### src/rtl/reset_sequencer_pkg.sv
// Shared types and sizing helpers for the reset sequencer.
// The package is named reset_seq_pkg and is imported by the interface and the top module.
package reset_seq_pkg;

    typedef enum logic [1:0] {
        HOLD     = 2'd0,
        WAIT_ACK = 2'd1,
        DONE     = 2'd2
    } reset_state_t;

    // Width of the single counter shared by the hold and ack-timeout phases.
    // The result is never narrower than one bit.
    function automatic int cnt_width(input int a, input int b);
        int m;
        m = (a > b) ? a : b;
        return (m <= 1) ? 1 : $clog2(m);
    endfunction

endpackage

### src/rtl/reset_sequencer_if.sv
// Bundle of sequencer control inputs and per-stage reset/status outputs.
// The master modport is the sequencer; the slave modport is its environment.
interface reset_sequencer_if
    import reset_seq_pkg::*;
#(
    parameter int N_STAGES = 4
);
    localparam int SW = $clog2(N_STAGES);

    logic                i_sw_req;
    logic [N_STAGES-1:0] i_ready;
    logic [N_STAGES-1:0] o_rst;
    logic [SW-1:0]       o_stage;
    logic                o_busy;
    logic                o_done;
    logic [N_STAGES-1:0] o_err;
    reset_state_t        o_state;

    modport master (
        input  i_sw_req, i_ready,
        output o_rst, o_stage, o_busy, o_done, o_err, o_state
    );

    modport slave (
        output i_sw_req, i_ready,
        input  o_rst, o_stage, o_busy, o_done, o_err, o_state
    );

endinterface

### src/rtl/reset_sequencer.sv
// Releases per-subsystem resets in order, waiting for ready (or a timeout) from
// each stage; a software pulse re-asserts everything and restarts the sequence.
module reset_sequencer
    import reset_seq_pkg::*;
#(
    parameter int N_STAGES    = 4,
    parameter int HOLD_CYCLES = 16,
    parameter int ACK_TIMEOUT = 255
) (
    input logic               i_clk,
    input logic               i_areset,
    reset_sequencer_if.master bus
);

    localparam int CW = cnt_width(HOLD_CYCLES, ACK_TIMEOUT);
    localparam int SW = $clog2(N_STAGES);

    localparam logic [CW-1:0] HOLD_LAST  = CW'(HOLD_CYCLES - 1);
    localparam logic [CW-1:0] ACK_LAST   = CW'(ACK_TIMEOUT - 1);
    localparam logic [SW-1:0] LAST_STAGE = SW'(N_STAGES - 1);

    reset_state_t        state_q, state_d;
    logic [CW-1:0]       cnt_q, cnt_d;
    logic [SW-1:0]       stage_q, stage_d;
    logic [N_STAGES-1:0] rst_q, rst_d;
    logic [N_STAGES-1:0] err_q, err_d;
    logic                busy_q, busy_d;
    logic                done_q, done_d;

    logic ready_hit;
    logic timeout_hit;
    logic restart;

    assign ready_hit   = bus.i_ready[stage_q];
    assign timeout_hit = (cnt_q == ACK_LAST);
    // Requests are ignored while holding, so the hold count always completes.
    assign restart     = bus.i_sw_req && (state_q != HOLD);

    always_comb begin
        state_d = state_q;
        cnt_d   = cnt_q;
        stage_d = stage_q;
        rst_d   = rst_q;
        err_d   = err_q;
        busy_d  = busy_q;
        done_d  = done_q;

        if (restart) begin
            state_d = HOLD;
            cnt_d   = '0;
            stage_d = '0;
            rst_d   = '1;
            err_d   = '0;
            busy_d  = 1'b1;
            done_d  = 1'b0;
        end else begin
            case (state_q)
                HOLD: begin
                    if (cnt_q == HOLD_LAST) begin
                        rst_d   = {{(N_STAGES-1){1'b1}}, 1'b0};
                        stage_d = '0;
                        cnt_d   = '0;
                        state_d = WAIT_ACK;
                    end else begin
                        cnt_d = cnt_q + CW'(1);
                    end
                end
                WAIT_ACK: begin
                    if (ready_hit || timeout_hit) begin
                        if (!ready_hit) err_d[stage_q] = 1'b1;
                        cnt_d = '0;
                        if (stage_q == LAST_STAGE) begin
                            state_d = DONE;
                            done_d  = 1'b1;
                            busy_d  = 1'b0;
                        end else begin
                            // Shifting the thermometer releases exactly the next stage.
                            stage_d = stage_q + SW'(1);
                            rst_d   = rst_q << 1;
                        end
                    end else begin
                        cnt_d = cnt_q + CW'(1);
                    end
                end
                DONE: ;
                default: state_d = HOLD;
            endcase
        end
    end

    always_ff @(posedge i_clk or posedge i_areset) begin
        if (i_areset) begin
            state_q <= HOLD;
            cnt_q   <= '0;
            stage_q <= '0;
            rst_q   <= '1;
            err_q   <= '0;
            busy_q  <= 1'b1;
            done_q  <= 1'b0;
        end else begin
            state_q <= state_d;
            cnt_q   <= cnt_d;
            stage_q <= stage_d;
            rst_q   <= rst_d;
            err_q   <= err_d;
            busy_q  <= busy_d;
            done_q  <= done_d;
        end
    end

    assign bus.o_rst   = rst_q;
    assign bus.o_stage = stage_q;
    assign bus.o_busy  = busy_q;
    assign bus.o_done  = done_q;
    assign bus.o_err   = err_q;
    assign bus.o_state = state_q;

endmodule
### src/flat_wrapper.sv
// flat-port wrapper written by rule: the top's interface ports become plain ports
module reset_sequencer_flat import reset_seq_pkg::*;
#(
    parameter int N_STAGES    = 4,
    parameter int HOLD_CYCLES = 16,
    parameter int ACK_TIMEOUT = 255
)
  (i_clk, i_areset, bus_i_sw_req, bus_i_ready, bus_o_rst, bus_o_stage, bus_o_busy, bus_o_done, bus_o_err, bus_o_state);
  reset_sequencer_if #(.N_STAGES(N_STAGES)) bus_i ();
  input logic i_clk;
  input logic i_areset;
  input wire logic [$bits(bus_i.i_sw_req)-1:0] bus_i_sw_req;
  input wire logic [$bits(bus_i.i_ready)-1:0] bus_i_ready;
  output wire logic [$bits(bus_i.o_rst)-1:0] bus_o_rst;
  output wire logic [$bits(bus_i.o_stage)-1:0] bus_o_stage;
  output wire logic [$bits(bus_i.o_busy)-1:0] bus_o_busy;
  output wire logic [$bits(bus_i.o_done)-1:0] bus_o_done;
  output wire logic [$bits(bus_i.o_err)-1:0] bus_o_err;
  output wire logic [$bits(bus_i.o_state)-1:0] bus_o_state;
  assign bus_i.i_sw_req = bus_i_sw_req;
  assign bus_i.i_ready = bus_i_ready;
  assign bus_o_rst = bus_i.o_rst;
  assign bus_o_stage = bus_i.o_stage;
  assign bus_o_busy = bus_i.o_busy;
  assign bus_o_done = bus_i.o_done;
  assign bus_o_err = bus_i.o_err;
  assign bus_o_state = bus_i.o_state;
  reset_sequencer #(.N_STAGES(N_STAGES), .HOLD_CYCLES(HOLD_CYCLES), .ACK_TIMEOUT(ACK_TIMEOUT)) u_core (.i_clk(i_clk), .i_areset(i_areset), .bus(bus_i));
endmodule
### config.mk
export PLATFORM = sky130hd
export DESIGN_NAME = reset_sequencer_flat
export DESIGN_NICKNAME = d
export VERILOG_FILES = /design/src/rtl/reset_sequencer_pkg.sv /design/src/rtl/reset_sequencer_if.sv /design/src/rtl/reset_sequencer.sv /design/src/flat_wrapper.sv
export SDC_FILE = /design/constraint.sdc
export NUM_CORES = 1
export LEC_CHECK = 0
export ABC_AREA = 1
export CAP_MARGIN = 20
export CORE_AREA = 2 2 62 64
export DETAILED_ROUTE_END_ITERATION = 8
export DIE_AREA = 0 0 64 66
export GPL_ROUTABILITY_DRIVEN = 0
export REMOVE_ABC_BUFFERS = 1
export SYNTH_ARGS = -nofsm -noshare
export SYNTH_HDL_FRONTEND = slang
export SYNTH_SLANG_ARGS = --single-unit
### constraint.sdc
create_clock -name i_clk -period 1.9 [get_ports i_clk]
set_clock_uncertainty 0.05 [all_clocks]
set_input_delay 0.285 -clock i_clk [delete_from_list [all_inputs] [get_ports i_clk]]
set_output_delay 0.285 -clock i_clk [all_outputs]
set_load 0.03 [all_outputs]
==> metrics.yaml <==
run_status:
  outcome: "complete, no violations"
yosys:
  synth.top_cells.by_count: "nand2_1, nor2_1, dfrtp_1, nand3_1, inv_1"
  synth_area_per_cell_sq_um: 7.52
  yosysTopAreaCellShare: 0.311
  ys.flop_type: "dfrtp_1"
  syn_area_sq_mm: 0.00137
  yosys_warnings: 0
  ys_seq_area_frac: 0.407
  yosysMostFrequentCell: "nand2_1"
  yosysTopAreaCell: "dfrtp_1"
  synthArstFlopShare: 1.00
  ys_seq_elements: 22
  synth_edf_count: 0
  synthCells: 182
  yosys.cell_types.count: 21
  synth_area_leaders: "dfrtp_1, nand2_1, dfstp_2"
worst_setup_path:
  crit_type: "flip-flop to output pin"
  cp_slowest_cell: "clkdlybuf4s50_1"
  crit_path_max_fanout: 6
  worstSetupEndpointType: "output pin"
  arrival_ns: 1.49
  crit_chain: "clkdlybuf4s50_1"
  cp-start-kind: "flip-flop"
  crit_family: "buffers and inverters"
  path_buf_inv: 1
  crit_required_ns: 1.56
  slowest_delay_ns: 0.71
finish:
  layout-drive-gt1-share: 0.159
  fin_area_sq_mm: 0.00171
  syn2layout_area_growth_pct: 25.2
  n_antenna_cell: 0
  fill_cells: 349
  fin_nets: 222
global_routing:
  grt_max_degree: 23
  grt_pass1_vias: 1210
  grt_pass1_wl_mm: 5.35
  grt_usage: 0.163
  grt_overflow_total: 0
  antenna_found_initial: 0
clocking:
  cts_setup_buffers: 0
  htree_num_levels: 1
  cts_root_buf: "clkbuf_4"
  worstSkewPairLatency_ns: 0.32
  cts_sinks: 22
  cts_buffers: 3
  clk_pin_slew_ns: 0.13
  ctsLongestPathBuffers: 2
  tritoncts: "done"
timing:
  worst_pin_slew_ns: 0.423
  setup_viol: 0
  period_needed_ns: 1.82
  setup_tns_ns: 0
  slew_headroom: 0.718
  slew_violations: 0
  hold_viol_final: 0
  fin_crit_sh: 0.960
  grt_setup_unrepaired: "no"
  clock.fmax_mhz: 548
detailed_routing:
  wl_per_cell_um: 12.0
  dr.first_iter.drc_count: 54
  wl_met2_mm: 1.54
  drt_wl_total_mm: 3.06
  avgViaCountPerCell: 4.80
  postRouteAntennaNets: 0
  num_vias: 1230
  dr.max_layer_used: "met4"
  wl_met1_mm: 1.39
  first_pass_iters: 4
  dr_wl_met3_um: 86
  drc_errors: 0
pwr:
  irDropWorstVdd_mv: 0.361
  pwr-share-clk: 0.144
  combPwrFrac: 0.528
  p_sw_mw: 1.14
  leakage_nw: 0.859
  p_int_mw: 1.39
  p_seq_frac: 0.329
  power_density_mw_per_mm2: 1470
  switching_share: 0.452
die:
  die_y_um: 66
  io_pins: 21
  rows: 22
  dieArea_sq_mm: 0.00422
  start_util: 0.385
  die_w_um: 64
  core_sq_mm: 0.00355
place:
  port_buffers: 20
  placed_cell_area_sq_mm: 0.00164
  dpl.hpwl_mm: 2.37
hold_path:
  hold_class: "input port to async pin"
job:
  max_cap_viol_count: 0
==> power by group through the flow <==
| stage | clock network [mW] | registers, mW | logic (mW) |
|---|---|---|---|
| 4_1_cts | 0.373 | 0.839 | 1.36 |
| 3_5_place_dp | 0 | 0.848 | 1.36 |
| 2_1_floorplan | 0 | 1.06 | 0.690 |
| 5_1_grt | 0.397 | 0.863 | 1.49 |
| 6_report | 0.363 | 0.830 | 1.33 |
| 3_3_place_gp | 0 | 0.840 | 1.35 |
==> routing by layer <==
layer | vias up | global-route usage
met3 | 5 | 0.0204
met4 | 0 | 0.0652
met2 | 22 | 0.289
met1 | 565 | 0.199
li1 | 638 | -
met5 | - | 0
==> final cells by class <==
class	count	area [sq um]	area share
inverter	18	67.6	0.0394
sequential	22	557	0.325
multi-input combinational	142	744	0.434
clock buffer	3	22.5	0.0131
tap	48	60.1	0.0350
clock inverter	1	30.0	0.0175
timing repair buffer	22	233	0.136
==> kinds of logic (layout without fill, tap and decap cells) <==
group | after synthesis | after routing | share of synthesized area
AND/OR/NAND/NOR | 124 | 124 | 0.431
XOR/XNOR | 1 | 1 | 0.00640
flip-flops | 22 | 22 | 0.407
AO/OA/AOI/OAI | 11 | 11 | 0.0512
adder cells (fa/ha/maj) | 6 | 6 | 0.0548
buffers and inverters | 18 | 44 | 0.0494
==> repair_timing <==
action                                  CTS  global route
hold buffers                              0             0
endpoints found under the setup margin    0             7
resized for setup                         0             7
==> final timing paths <==
| kind | from | to | slack, ns | depth (start not counted) |
|---|---|---|---|---|
| setup / recovery | u_core.bus.o_stage[1]$_DFFE_PP0P_ | bus_o_stage[1] | 0.08 | 1 |
| hold / removal | i_areset | u_core.cnt_q[5]$_DFFE_PP0N_ | 0.23 | 3 |
| setup reg to reg | u_core.cnt_q[0]$_DFFE_PP0N_ | u_core.bus.o_stage[0]$_DFFE_PP0P_ | 0.29 | 9 |
| hold reg to reg | u_core.bus.o_busy$_DFFE_PP1P_ | u_core.bus.o_busy$_DFFE_PP1P_ | 0.42 | 2 |
| max in group asynchronous | i_areset | u_core.bus.o_rst[2]$_DFFE_PP1P_ | 1.28 | 3 |
| min in group i_clk | u_core.bus.o_busy$_DFFE_PP1P_ | u_core.bus.o_busy$_DFFE_PP1P_ | 0.42 | 2 |
==> tightest hold or removal path, delay by kind of cell <==
| family | cells | cell delay, ns |
|---|---|---|
| buffers and inverters | 3 | 0.72 |
==> per-stage QoR <==
stage,instances,setup WS [ns],utilization,hold slack [ns],total power [mW]
after CTS,256,0.00609,0.478,0.237,2.57
after global routing,256,0.0134,0.483,0.243,2.75
after floorplan,182,0.361,-,0.221,1.75
after global placement,252,0.178,0.463,0.404,2.19
after detailed placement,252,0.158,0.463,0.410,2.20
final,256,0.0753,0.483,0.232,2.53
==> cells in the final DEF (no fill, tap or decap) <==
cell type | synthesis | final
nand2_2 | 3 | 3
inv_2 | 6 | 6
clkbuf_4 | 0 | 3
xnor2_1 | 1 | 1
nor2_2 | 2 | 2
nand3_4 | 2 | 2
nand3_2 | 3 | 3
nand3_1 | 14 | 14
nand2_1 | 56 | 56
or2_1 | 1 | 1
nor2_4 | 2 | 2
dfstp_2 | 5 | 5
nor3_1 | 3 | 3
nor2_1 | 27 | 27
a21oi_4 | 1 | 1
nand4_1 | 9 | 9
o21ai_0 | 9 | 9
clkdlybuf4s50_1 | 0 | 13
bufinv_16 | 0 | 1
inv_1 | 12 | 12
dfrtp_1 | 17 | 17
o21ai_2 | 1 | 1
or2_2 | 2 | 2
dlymetal6s2s_1 | 0 | 7
ha_1 | 6 | 6
buf_4 | 0 | 2
==> state kept, by name, indices dropped and copies added, names as in the netlist <==
register,cells
u_core.cnt_q,8
u_core.bus.o_err,4
u_core.bus.o_rst,4
u_core.bus.o_stage,2
u_core.bus.o_state,2
u_core.bus.o_busy,1
u_core.bus.o_done,1
(Power assumes the default switching activity.)
